**src/rtl/exe_stage_if.sv**
```systemverilog
// ID/EXE operand/control bundle and EXE/MEM register outputs of the execute stage.
// mul_state mirrors the multiplier FSM (0 IDLE, 1 BUSY, 2 DONE) for observation.
interface exe_stage_if;
  logic [31:0] ea;
  logic [31:0] eb;
  logic [31:0] eimm;
  logic [31:0] epc4;
  logic [4:0]  ern;
  logic [3:0]  ealuc;
  logic        ewreg;
  logic        em2reg;
  logic        ewmem;
  logic        ealuimm;
  logic        eshift;
  logic        ejal;
  logic [31:0] ealu_fwd;
  logic [4:0]  ern_fwd;
  logic        exe_stall;
  logic        mwreg;
  logic        mm2reg;
  logic        mwmem;
  logic [31:0] malu;
  logic [31:0] mb;
  logic [4:0]  mrn;
  logic [1:0]  mul_state;

  modport master (
    output ea, eb, eimm, epc4, ern, ealuc, ewreg, em2reg, ewmem, ealuimm, eshift, ejal,
    input  ealu_fwd, ern_fwd, exe_stall, mwreg, mm2reg, mwmem, malu, mb, mrn, mul_state
  );

  modport slave (
    input  ea, eb, eimm, epc4, ern, ealuc, ewreg, em2reg, ewmem, ealuimm, eshift, ejal,
    output ealu_fwd, ern_fwd, exe_stall, mwreg, mm2reg, mwmem, malu, mb, mrn, mul_state
  );
endinterface

```
**src/rtl/exe_stage.sv**
```systemverilog
// MIPS execute stage: ALU, jal link, EXE/MEM register and an iterative multiplier.
// Define EXE_MULT_EN to build the multiplier FSM; otherwise MUL (1011) yields 0 with no stall.
module exe_stage (
    input logic   clk,
    input logic   rst_n,
    exe_stage_if.slave bus
);

    localparam logic [3:0] ALUC_MUL = 4'b1011;

    logic [31:0] alu_a;
    logic [31:0] alu_b;
    logic [31:0] alu_res;
    logic [31:0] ealu;
    logic        stall;

    assign alu_a = bus.eshift  ? {27'b0, bus.eimm[10:6]} : bus.ea;
    assign alu_b = bus.ealuimm ? bus.eimm : bus.eb;

    always_comb begin
        alu_res = '0;
        casez (bus.ealuc)
            4'b?000: alu_res = alu_a + alu_b;
            4'b?100: alu_res = alu_a - alu_b;
            4'b?001: alu_res = alu_a & alu_b;
            4'b?101: alu_res = alu_a | alu_b;
            4'b?010: alu_res = alu_a ^ alu_b;
            4'b?110: alu_res = alu_b << 16;
            4'b0011: alu_res = alu_b << alu_a[4:0];
            4'b0111: alu_res = alu_b >> alu_a[4:0];
            4'b1111: alu_res = $unsigned($signed(alu_b) >>> alu_a[4:0]);
            default: alu_res = '0;  // MUL result comes from the multiplier, not here
        endcase
    end

`ifdef EXE_MULT_EN
    typedef enum logic [1:0] {
        IDLE = 2'd0,
        BUSY = 2'd1,
        DONE = 2'd2
    } mul_state_t;

    mul_state_t  state;
    mul_state_t  state_nxt;
    logic [4:0]  count;
    logic [31:0] mcand;
    logic [31:0] mplier;
    logic [31:0] product;
    logic        is_mul;

    assign is_mul = (bus.ealuc == ALUC_MUL);

    always_ff @(posedge clk or negedge rst_n) begin
        if (!rst_n) state <= IDLE;
        else        state <= state_nxt;
    end

    always_comb begin
        state_nxt = state;
        stall     = 1'b0;
        case (state)
            IDLE: begin
                if (is_mul) begin
                    state_nxt = BUSY;
                    stall     = 1'b1;
                end
            end
            BUSY: begin
                stall = 1'b1;
                if (count == 5'd31) state_nxt = DONE;
            end
            DONE:    state_nxt = IDLE;
            default: state_nxt = IDLE;
        endcase
    end

    // Shift-add over the low 32 bits only; upper product bits are never needed.
    always_ff @(posedge clk or negedge rst_n) begin
        if (!rst_n) begin
            count   <= '0;
            mcand   <= '0;
            mplier  <= '0;
            product <= '0;
        end else if (state == IDLE && is_mul) begin
            count   <= '0;
            mcand   <= alu_a;
            mplier  <= alu_b;
            product <= '0;
        end else if (state == BUSY) begin
            if (mplier[0]) product <= product + mcand;
            mcand  <= mcand << 1;
            mplier <= mplier >> 1;
            count  <= count + 5'd1;
        end
    end

    assign ealu          = bus.ejal ? (bus.epc4 + 32'd4) : (is_mul ? product : alu_res);
    assign bus.mul_state = state;
`else
    assign stall         = 1'b0;
    assign ealu          = bus.ejal ? (bus.epc4 + 32'd4) : alu_res;
    assign bus.mul_state = 2'd0;
`endif

    // exe_stall=1 means the upstream stages must hold their registers this cycle;
    // EXE/MEM then takes a bubble and the held instruction is re-presented next cycle.
    assign bus.exe_stall = stall;
    assign bus.ealu_fwd  = ealu;
    assign bus.ern_fwd   = bus.ejal ? 5'd31 : bus.ern;

    always_ff @(posedge clk or negedge rst_n) begin
        if (!rst_n) begin
            bus.mwreg  <= 1'b0;
            bus.mm2reg <= 1'b0;
            bus.mwmem  <= 1'b0;
            bus.malu   <= '0;
            bus.mb     <= '0;
            bus.mrn    <= '0;
        end else if (stall) begin
            bus.mwreg  <= 1'b0;
            bus.mm2reg <= 1'b0;
            bus.mwmem  <= 1'b0;
        end else begin
            bus.mwreg  <= bus.ewreg;
            bus.mm2reg <= bus.em2reg;
            bus.mwmem  <= bus.ewmem;
            bus.malu   <= ealu;
            bus.mb     <= bus.eb;
            bus.mrn    <= bus.ern_fwd;
        end
    end

endmodule

```
**src/flat_wrapper.sv**
```systemverilog
// flat-port wrapper written by rule: the top's interface ports become plain ports
module exe_stage_flat 
  (clk, rst_n, bus_ea, bus_eb, bus_eimm, bus_epc4, bus_ern, bus_ealuc, bus_ewreg, bus_em2reg, bus_ewmem, bus_ealuimm, bus_eshift, bus_ejal, bus_ealu_fwd, bus_ern_fwd, bus_exe_stall, bus_mwreg, bus_mm2reg, bus_mwmem, bus_malu, bus_mb, bus_mrn, bus_mul_state);
  exe_stage_if bus_i ();
  input logic clk;
  input logic rst_n;
  input wire logic [$bits(bus_i.ea)-1:0] bus_ea;
  input wire logic [$bits(bus_i.eb)-1:0] bus_eb;
  input wire logic [$bits(bus_i.eimm)-1:0] bus_eimm;
  input wire logic [$bits(bus_i.epc4)-1:0] bus_epc4;
  input wire logic [$bits(bus_i.ern)-1:0] bus_ern;
  input wire logic [$bits(bus_i.ealuc)-1:0] bus_ealuc;
  input wire logic [$bits(bus_i.ewreg)-1:0] bus_ewreg;
  input wire logic [$bits(bus_i.em2reg)-1:0] bus_em2reg;
  input wire logic [$bits(bus_i.ewmem)-1:0] bus_ewmem;
  input wire logic [$bits(bus_i.ealuimm)-1:0] bus_ealuimm;
  input wire logic [$bits(bus_i.eshift)-1:0] bus_eshift;
  input wire logic [$bits(bus_i.ejal)-1:0] bus_ejal;
  output wire logic [$bits(bus_i.ealu_fwd)-1:0] bus_ealu_fwd;
  output wire logic [$bits(bus_i.ern_fwd)-1:0] bus_ern_fwd;
  output wire logic [$bits(bus_i.exe_stall)-1:0] bus_exe_stall;
  output wire logic [$bits(bus_i.mwreg)-1:0] bus_mwreg;
  output wire logic [$bits(bus_i.mm2reg)-1:0] bus_mm2reg;
  output wire logic [$bits(bus_i.mwmem)-1:0] bus_mwmem;
  output wire logic [$bits(bus_i.malu)-1:0] bus_malu;
  output wire logic [$bits(bus_i.mb)-1:0] bus_mb;
  output wire logic [$bits(bus_i.mrn)-1:0] bus_mrn;
  output wire logic [$bits(bus_i.mul_state)-1:0] bus_mul_state;
  assign bus_i.ea = bus_ea;
  assign bus_i.eb = bus_eb;
  assign bus_i.eimm = bus_eimm;
  assign bus_i.epc4 = bus_epc4;
  assign bus_i.ern = bus_ern;
  assign bus_i.ealuc = bus_ealuc;
  assign bus_i.ewreg = bus_ewreg;
  assign bus_i.em2reg = bus_em2reg;
  assign bus_i.ewmem = bus_ewmem;
  assign bus_i.ealuimm = bus_ealuimm;
  assign bus_i.eshift = bus_eshift;
  assign bus_i.ejal = bus_ejal;
  assign bus_ealu_fwd = bus_i.ealu_fwd;
  assign bus_ern_fwd = bus_i.ern_fwd;
  assign bus_exe_stall = bus_i.exe_stall;
  assign bus_mwreg = bus_i.mwreg;
  assign bus_mm2reg = bus_i.mm2reg;
  assign bus_mwmem = bus_i.mwmem;
  assign bus_malu = bus_i.malu;
  assign bus_mb = bus_i.mb;
  assign bus_mrn = bus_i.mrn;
  assign bus_mul_state = bus_i.mul_state;
  exe_stage u_core (.clk(clk), .rst_n(rst_n), .bus(bus_i));
endmodule
```
**config.mk**
```make
export PLATFORM = sky130hd
export DESIGN_NAME = exe_stage_flat
export DESIGN_NICKNAME = d
export VERILOG_FILES = /design/src/rtl/exe_stage_if.sv /design/src/rtl/exe_stage.sv /design/src/flat_wrapper.sv
export SDC_FILE = /design/constraint.sdc
export NUM_CORES = 1
export LEC_CHECK = 0
export CELL_PAD_IN_SITES_DETAIL_PLACEMENT = 1
export CELL_PAD_IN_SITES_GLOBAL_PLACEMENT = 1
export CORE_ASPECT_RATIO = 1.2
export CORE_MARGIN = 4
export CORE_UTILIZATION = 40
export DETAILED_ROUTE_END_ITERATION = 12
export GPL_TIMING_DRIVEN = 0
export PLACE_DENSITY = 0.86
export SLEW_MARGIN = 30
export SYNTH_ARGS = -nofsm -noshare
export SYNTH_HDL_FRONTEND = slang
export SYNTH_SLANG_ARGS = --single-unit
```
**constraint.sdc**
```tcl
create_clock -name clk -period 9.9 [get_ports clk]
set_input_delay 1.485 -clock clk [delete_from_list [all_inputs] [get_ports clk]]
set_output_delay 1.485 -clock clk [all_outputs]
set_load 0.02 [all_outputs]
```
# ---- Word level (Yosys, flattened, before mapping)
# Cells that the tools add are included.
dict set report totals {
  output_inout_bits 112
  regBits 72
}
dict set report classes {
  n_addsub 3
  n_eq_ne 8
  bitwise 3
  reduce_logical 1
  shifts 3
  mux 5
}
# operator n
set ops {}
lappend ops {{$pmux 32 s9} 1}
lappend ops {{$mux 32} 3}
lappend ops {{$add 32x3->32 const B} 1}
lappend ops {{$add 32x32->32} 1}
lappend ops {{$and 32x32->32} 1}
lappend ops {{$or 32x32->32} 1}
lappend ops {{$shl 32x5->32} 1}
lappend ops {{$shr 32x5->32} 1}
lappend ops {{$sshr 32x5->32} 1}
lappend ops {{$sub 32x32->32} 1}
lappend ops {{$xor 32x32->32} 1}
lappend ops {{$eq 3x3->1 const B} 3}
lappend ops {{$mux 5} 1}
lappend ops {{$eq 4x2->1 const B} 1}
lappend ops {{$eq 4x3->1 const B} 1}
lappend ops {{$eq 4x4->1 const B} 1}
lappend ops {{$eq 3x1->1 const B} 1}
lappend ops {{$eq 3x2->1 const B} 1}
lappend ops {{$logic_not 3->1} 1}

# ---- Depth between registers and ports, before layout
dict set report logic_depth {
  depth_word 4
  mapped_depth 22
}

# ---- Worst setup path after synthesis
# Ideal clock, no wire load.
dict set report synth_timing {
  kind {input-to-output}
  from {input port bus_ealuimm}
  to {output port bus_ealu_fwd[29]}
  path_stages 20
  slack_ps 2636
  arrival_time_ps 5779
  t_required_ps 8415
  path_cell_list {buf_6 > buf_12 > buf_6 > mux2i_1 > ha_1 > o21ai_0 > or3_1 > nand2b_1 > nor2_1 > a21oi_1 > nor2_1 > xnor2_1 > ha_1 > clkbuf_1 > nand2_1 > nor3_1 > o211ai_1 > a31o_2 > and3_1 > o31ai_1}
}
dict set report synth_via {
  elab_chain_len 4
  word_cells_on_any_way 11
  classes_between {2 x add/sub; 3 x shift; 3 x mux; 3 x bitwise}
}
# element line
set synth_rtl {}
lappend synth_rtl {{start, declared} flat_wrapper.sv:16} ;# input wire logic [$bits(bus_i.ealuimm)-1:0] bus_ealuimm;
lappend synth_rtl {{$mux 32 (*)} exe_stage.sv:18} ;# assign alu_b = bus.ealuimm ? bus.eimm : bus.eb;
lappend synth_rtl {{$sub 32x32->32 (tied with other cells)} exe_stage.sv:24} ;# 4'b?100: alu_res = alu_a - alu_b;
lappend synth_rtl {{$pmux 32 s9 (*)} exe_stage.sv:22} ;# casez (bus.ealuc)
lappend synth_rtl {{$mux 32 (*)} exe_stage.sv:101} ;# assign ealu = bus.ejal ? (bus.epc4 + 32'd4) : alu_res;
lappend synth_rtl {{end, declared} flat_wrapper.sv:19} ;# output wire logic [$bits(bus_i.ealu_fwd)-1:0] bus_ealu_fwd;
# Every way passes the cells marked *; elsewhere a longest branch is shown, timed or not.

# ---- Worst setup path after layout
dict set report layout_timing {
  from {input port bus_eimm[9]}
  to {output port bus_ealu_fwd[17]}
}
dict set report layout_via {
  elab_chain_len 4
  word_cells_on_any_way 9
  classes_between {2 x add/sub; 3 x shift; 4 x mux}
}
# element line
set layout_rtl {}
lappend layout_rtl {{start, declared} flat_wrapper.sv:9} ;# input wire logic [$bits(bus_i.eimm)-1:0] bus_eimm;
lappend layout_rtl {{$mux 32 (on tied branches)} {exe_stage.sv:17, exe_stage.sv:18}}
lappend layout_rtl {{$sub 32x32->32 (tied with other cells)} exe_stage.sv:24}
lappend layout_rtl {{$pmux 32 s9 (*)} exe_stage.sv:22}
lappend layout_rtl {{$mux 32 (*)} exe_stage.sv:101}
# Marked as above.

==> results by group <==
Outcome
  – Status: completed

Clocking
  – H-tree levels: 3
  – CTS tree: yes
  – CTS resizes: 0
  – Register clock-pin slew on the reported worst setup and hold paths: 0.08 ns
  – Cts hold-fix bufs: 0
  – Clk buf depth: 2
  – Clock sink count: 72
  – Post-CTS setup buffer count: 0
  – TritonCTS Buffers: 9
  – Root buffer cell: clkbuf_16

Power
  – Clock power frac: 0.189
  – Net Sw Power: 0.9090 mW
  – Static leakage: 6.341 nW
  – Sequential share of power: 0.182
  – Worst ir drop on vdd: 0.07855 mV
  – Comb power frac: 0.629
  – Sw Ratio: 0.5043
  – Pwr Total: 1.803 mW
  – Int Pwr: 0.8936 mW
  – P per Cell Area: 116.5 nW/um2

GRT
  – First-pass GRT wire length: 107500 um
  – GRT busiest layer: met2
  – Initial antenna violation count: 1
  – GRT met1 Usage: 0.5089
  – Total track usage: 0.4355
  – Grt total ovfl: 0
  – Pin count of the biggest net entering global routing: 38
  – Met2 GRT Util: 0.6893
  – Met3 GRT Util: 0.09422
  – Vias in the first global route: 15568

Routing
  – Via count: 15188
  – DR vias/cell: 6.832
  – Post-Route WL: 75390 um
  – Initial drt markers: 1949
  – Drt first pass iters: 8
  – WL/cell: 33.91 um
  – Antenna Nets Post-Route: 0
  – # DRC: 0

Logic synthesis
  – Ys async rst share: 1.000
  – Post-synth design cell area: 12130 um2
  – Yosys warning total: 0
  – Yosys top cell by area: dfrtp_1
  – Mean area per synthesized cell: 7.772 um2
  – Most common cell in the netlist: nor2_1
  – Post-synth EDFFs: 0
  – Most used DFF post-synth: dfrtp_1
  – Share of the yosys chip area belonging to registers: 0.1485
  – Synth top area cells: dfrtp_1 15%, ha_1 10%, mux2i_1 8.4%
  – Post-synth top cells: 146 x nor2_1, 129 x nand2_1, 120 x a21oi_1
  – Yosys reg bits: 72
  – Syn Inst Count: 1561
  – Synth cell types: 88
  – Post-synth top area share: 0.1485

Worst setup path
  – Buffers & Inverters on Critical Path: 5
  – Worst-path maximum fanout: 11
  – Data required, critical path: 8.42 ns
  – Worst-path cell chain: clkdlybuf4s50_1, mux2i_1, clkinv_1, clkbuf_1, clkbuf_1, ha_1, a21oi_1, nand2_1, o21ai_0, nand2_1, nand2b_1, a311o_1, a311oi_1, o22ai_1, clkdlybuf4s50_1
  – Setup crit start kind: input pin
  – Crit path max-delay family: buffers and inverters
  – Crit. Startpoint: bus_eimm[9]
  – Worst path max stage delay: 0.79 ns
  – CP Capture Type: output pin
  – Slowest stage cell, crit path: mux2i_1
  – Crit path DAT: 7.94 ns
  – Crit Path Category: in -> out

Timing
  – Post-route minimum period: 9.426 ns
  – RSZ-0062 raised after global routing: no
  – Total negative slack: 0 ns
  – Final setup fails: 0
  – Final hold vios: 0
  – Final worst-path cycle share: 0.9521
  – Min Hold Slack: 1.062 ns
  – Fmax: 106.1 MHz
  – Max-slew headroom: 0.2485
  – Final slew viol count: 0
  – Least-Margin Pin Slew: 1.105 ns

Die
  – Die width: 167.0 um
  – Core area: 29780 um2
  – Row Count: 69
  – Chip Height: 198.8 um
  – Initial core utilization: 0.4073
  – Die area: 33190 um2
  – Ports: 257

Worst hold path
  – Min-delay worst type: in -> async

Finish
  – Sequential Area: 1802 um2
  – Ant. Diodes: 0
  – Layout area overhead: 27.53%
  – Finished Cell Area: 15470 um2
  – Fill cells: 3696
  – Layout cells sized above 1: 0.09165
  – Combined area of the multi-input logic cells: 9494 um2
  – Net count, final: 2071

Job
  – Max Cap Viol: 0

Placed design
  – Routability congestion estimate: 1.080
  – DP HPWL: 61360 um
  – Placed cell areas: 15170 um2
  – Port-buffer cells: 249
## final cells by class
type	instances	area share
inverter	86	0.02103
multi-input combinational	1296	0.6137
tap	390	0.03154
timing repair buffer	254	0.1635
sequential	72	0.1165
clock buffer	9	0.01456
buffer	109	0.03518
clock inverter	7	0.004044
## cell usage in the layout, fill, tap and decap left out, drive strengths merged, types with 7 or more instances in the layout
master / Yosys / final
o21ai: 97 / 97
a211o: 9 / 9
nand2b: 40 / 40
a211oi: 30 / 30
a31oi: 17 / 17
nand2: 129 / 129
a21o: 16 / 16
mux2: 11 / 11
o2111ai: 7 / 7
inv: 85 / 89
o221ai: 22 / 22
nor2: 146 / 146
nor3: 39 / 39
o21bai: 7 / 7
nand4: 18 / 18
xor2: 14 / 14
a222oi: 8 / 8
mux4: 15 / 15
a21oi: 121 / 121
mux2i: 135 / 135
o31ai: 9 / 9
a221oi: 9 / 9
a221o: 9 / 9
buf: 49 / 54
dfrtp: 72 / 72
nor4: 14 / 14
clkdlybuf4s50: 0 / 248
and3: 13 / 13
or3: 7 / 7
o22ai: 32 / 32
nand3: 42 / 42
xnor2: 66 / 66
clkbuf: 60 / 70
o211ai: 33 / 33
ha: 97 / 97
## metal layers
metal / up-vias / share of wire
met1: 7457 / 0.36
met3: 324 / 0.093
met4: 0 / 0.10
met2: 1076 / 0.44
met5: - / 0
li1: 6331 / -
## worst max path at each step
stage / cells past startpoint / slack, ns / end
finish: 15 / 0.47 / bus_ealu_fwd[17]
global route: 18 / 0.48 / bus_ealu_fwd[17]
CTS: 18 / 0.79 / bus_ealu_fwd[17]
detailed placement: 18 / 0.79 / bus_ealu_fwd[17]
global placement: 21 / 0.68 / bus_ealu_fwd[17]
floorplan: 20 / 2.64 / bus_ealu_fwd[29]
## state kept, by name (all words and copies together) (netlist names)
register,count
u_core.bus.malu,32
u_core.bus.mb,32
u_core.bus.mm2reg,1
u_core.bus.mrn,5
u_core.bus.mwmem,1
u_core.bus.mwreg,1
## power groups by stage
stage / clock network (mW) / logic (mW) / registers, mW
final: 0.341 / 1.13 / 0.327
after global routing: 0.355 / 1.16 / 0.329
after CTS: 0.343 / 1.09 / 0.327
after detailed placement: 0 / 1.08 / 0.333
after global placement: 0 / 1.06 / 0.331
after floorplan: 0 / 0.560 / 0.366
## metrics by stage
step,worst slack (ns),cells,utilization
2_1_floorplan,2.636,1563,-
3_3_place_gp,0.6813,2202,0.5076
3_5_place_dp,0.7929,2206,0.5094
4_1_cts,0.7871,2222,0.5191
5_1_grt,0.4771,2223,0.5194
6_report,0.4740,2223,0.5194
## cells by family after synthesis
family          synth area share
mux                       0.1730
simple gates              0.1798
other cells            0.0003091
buf+inv                  0.07168
xor+xnor                 0.05776
compound gates            0.2673
flops                     0.1485
fa+ha+maj                 0.1017
No activity file was read; power rests on OpenSTA's default activity.
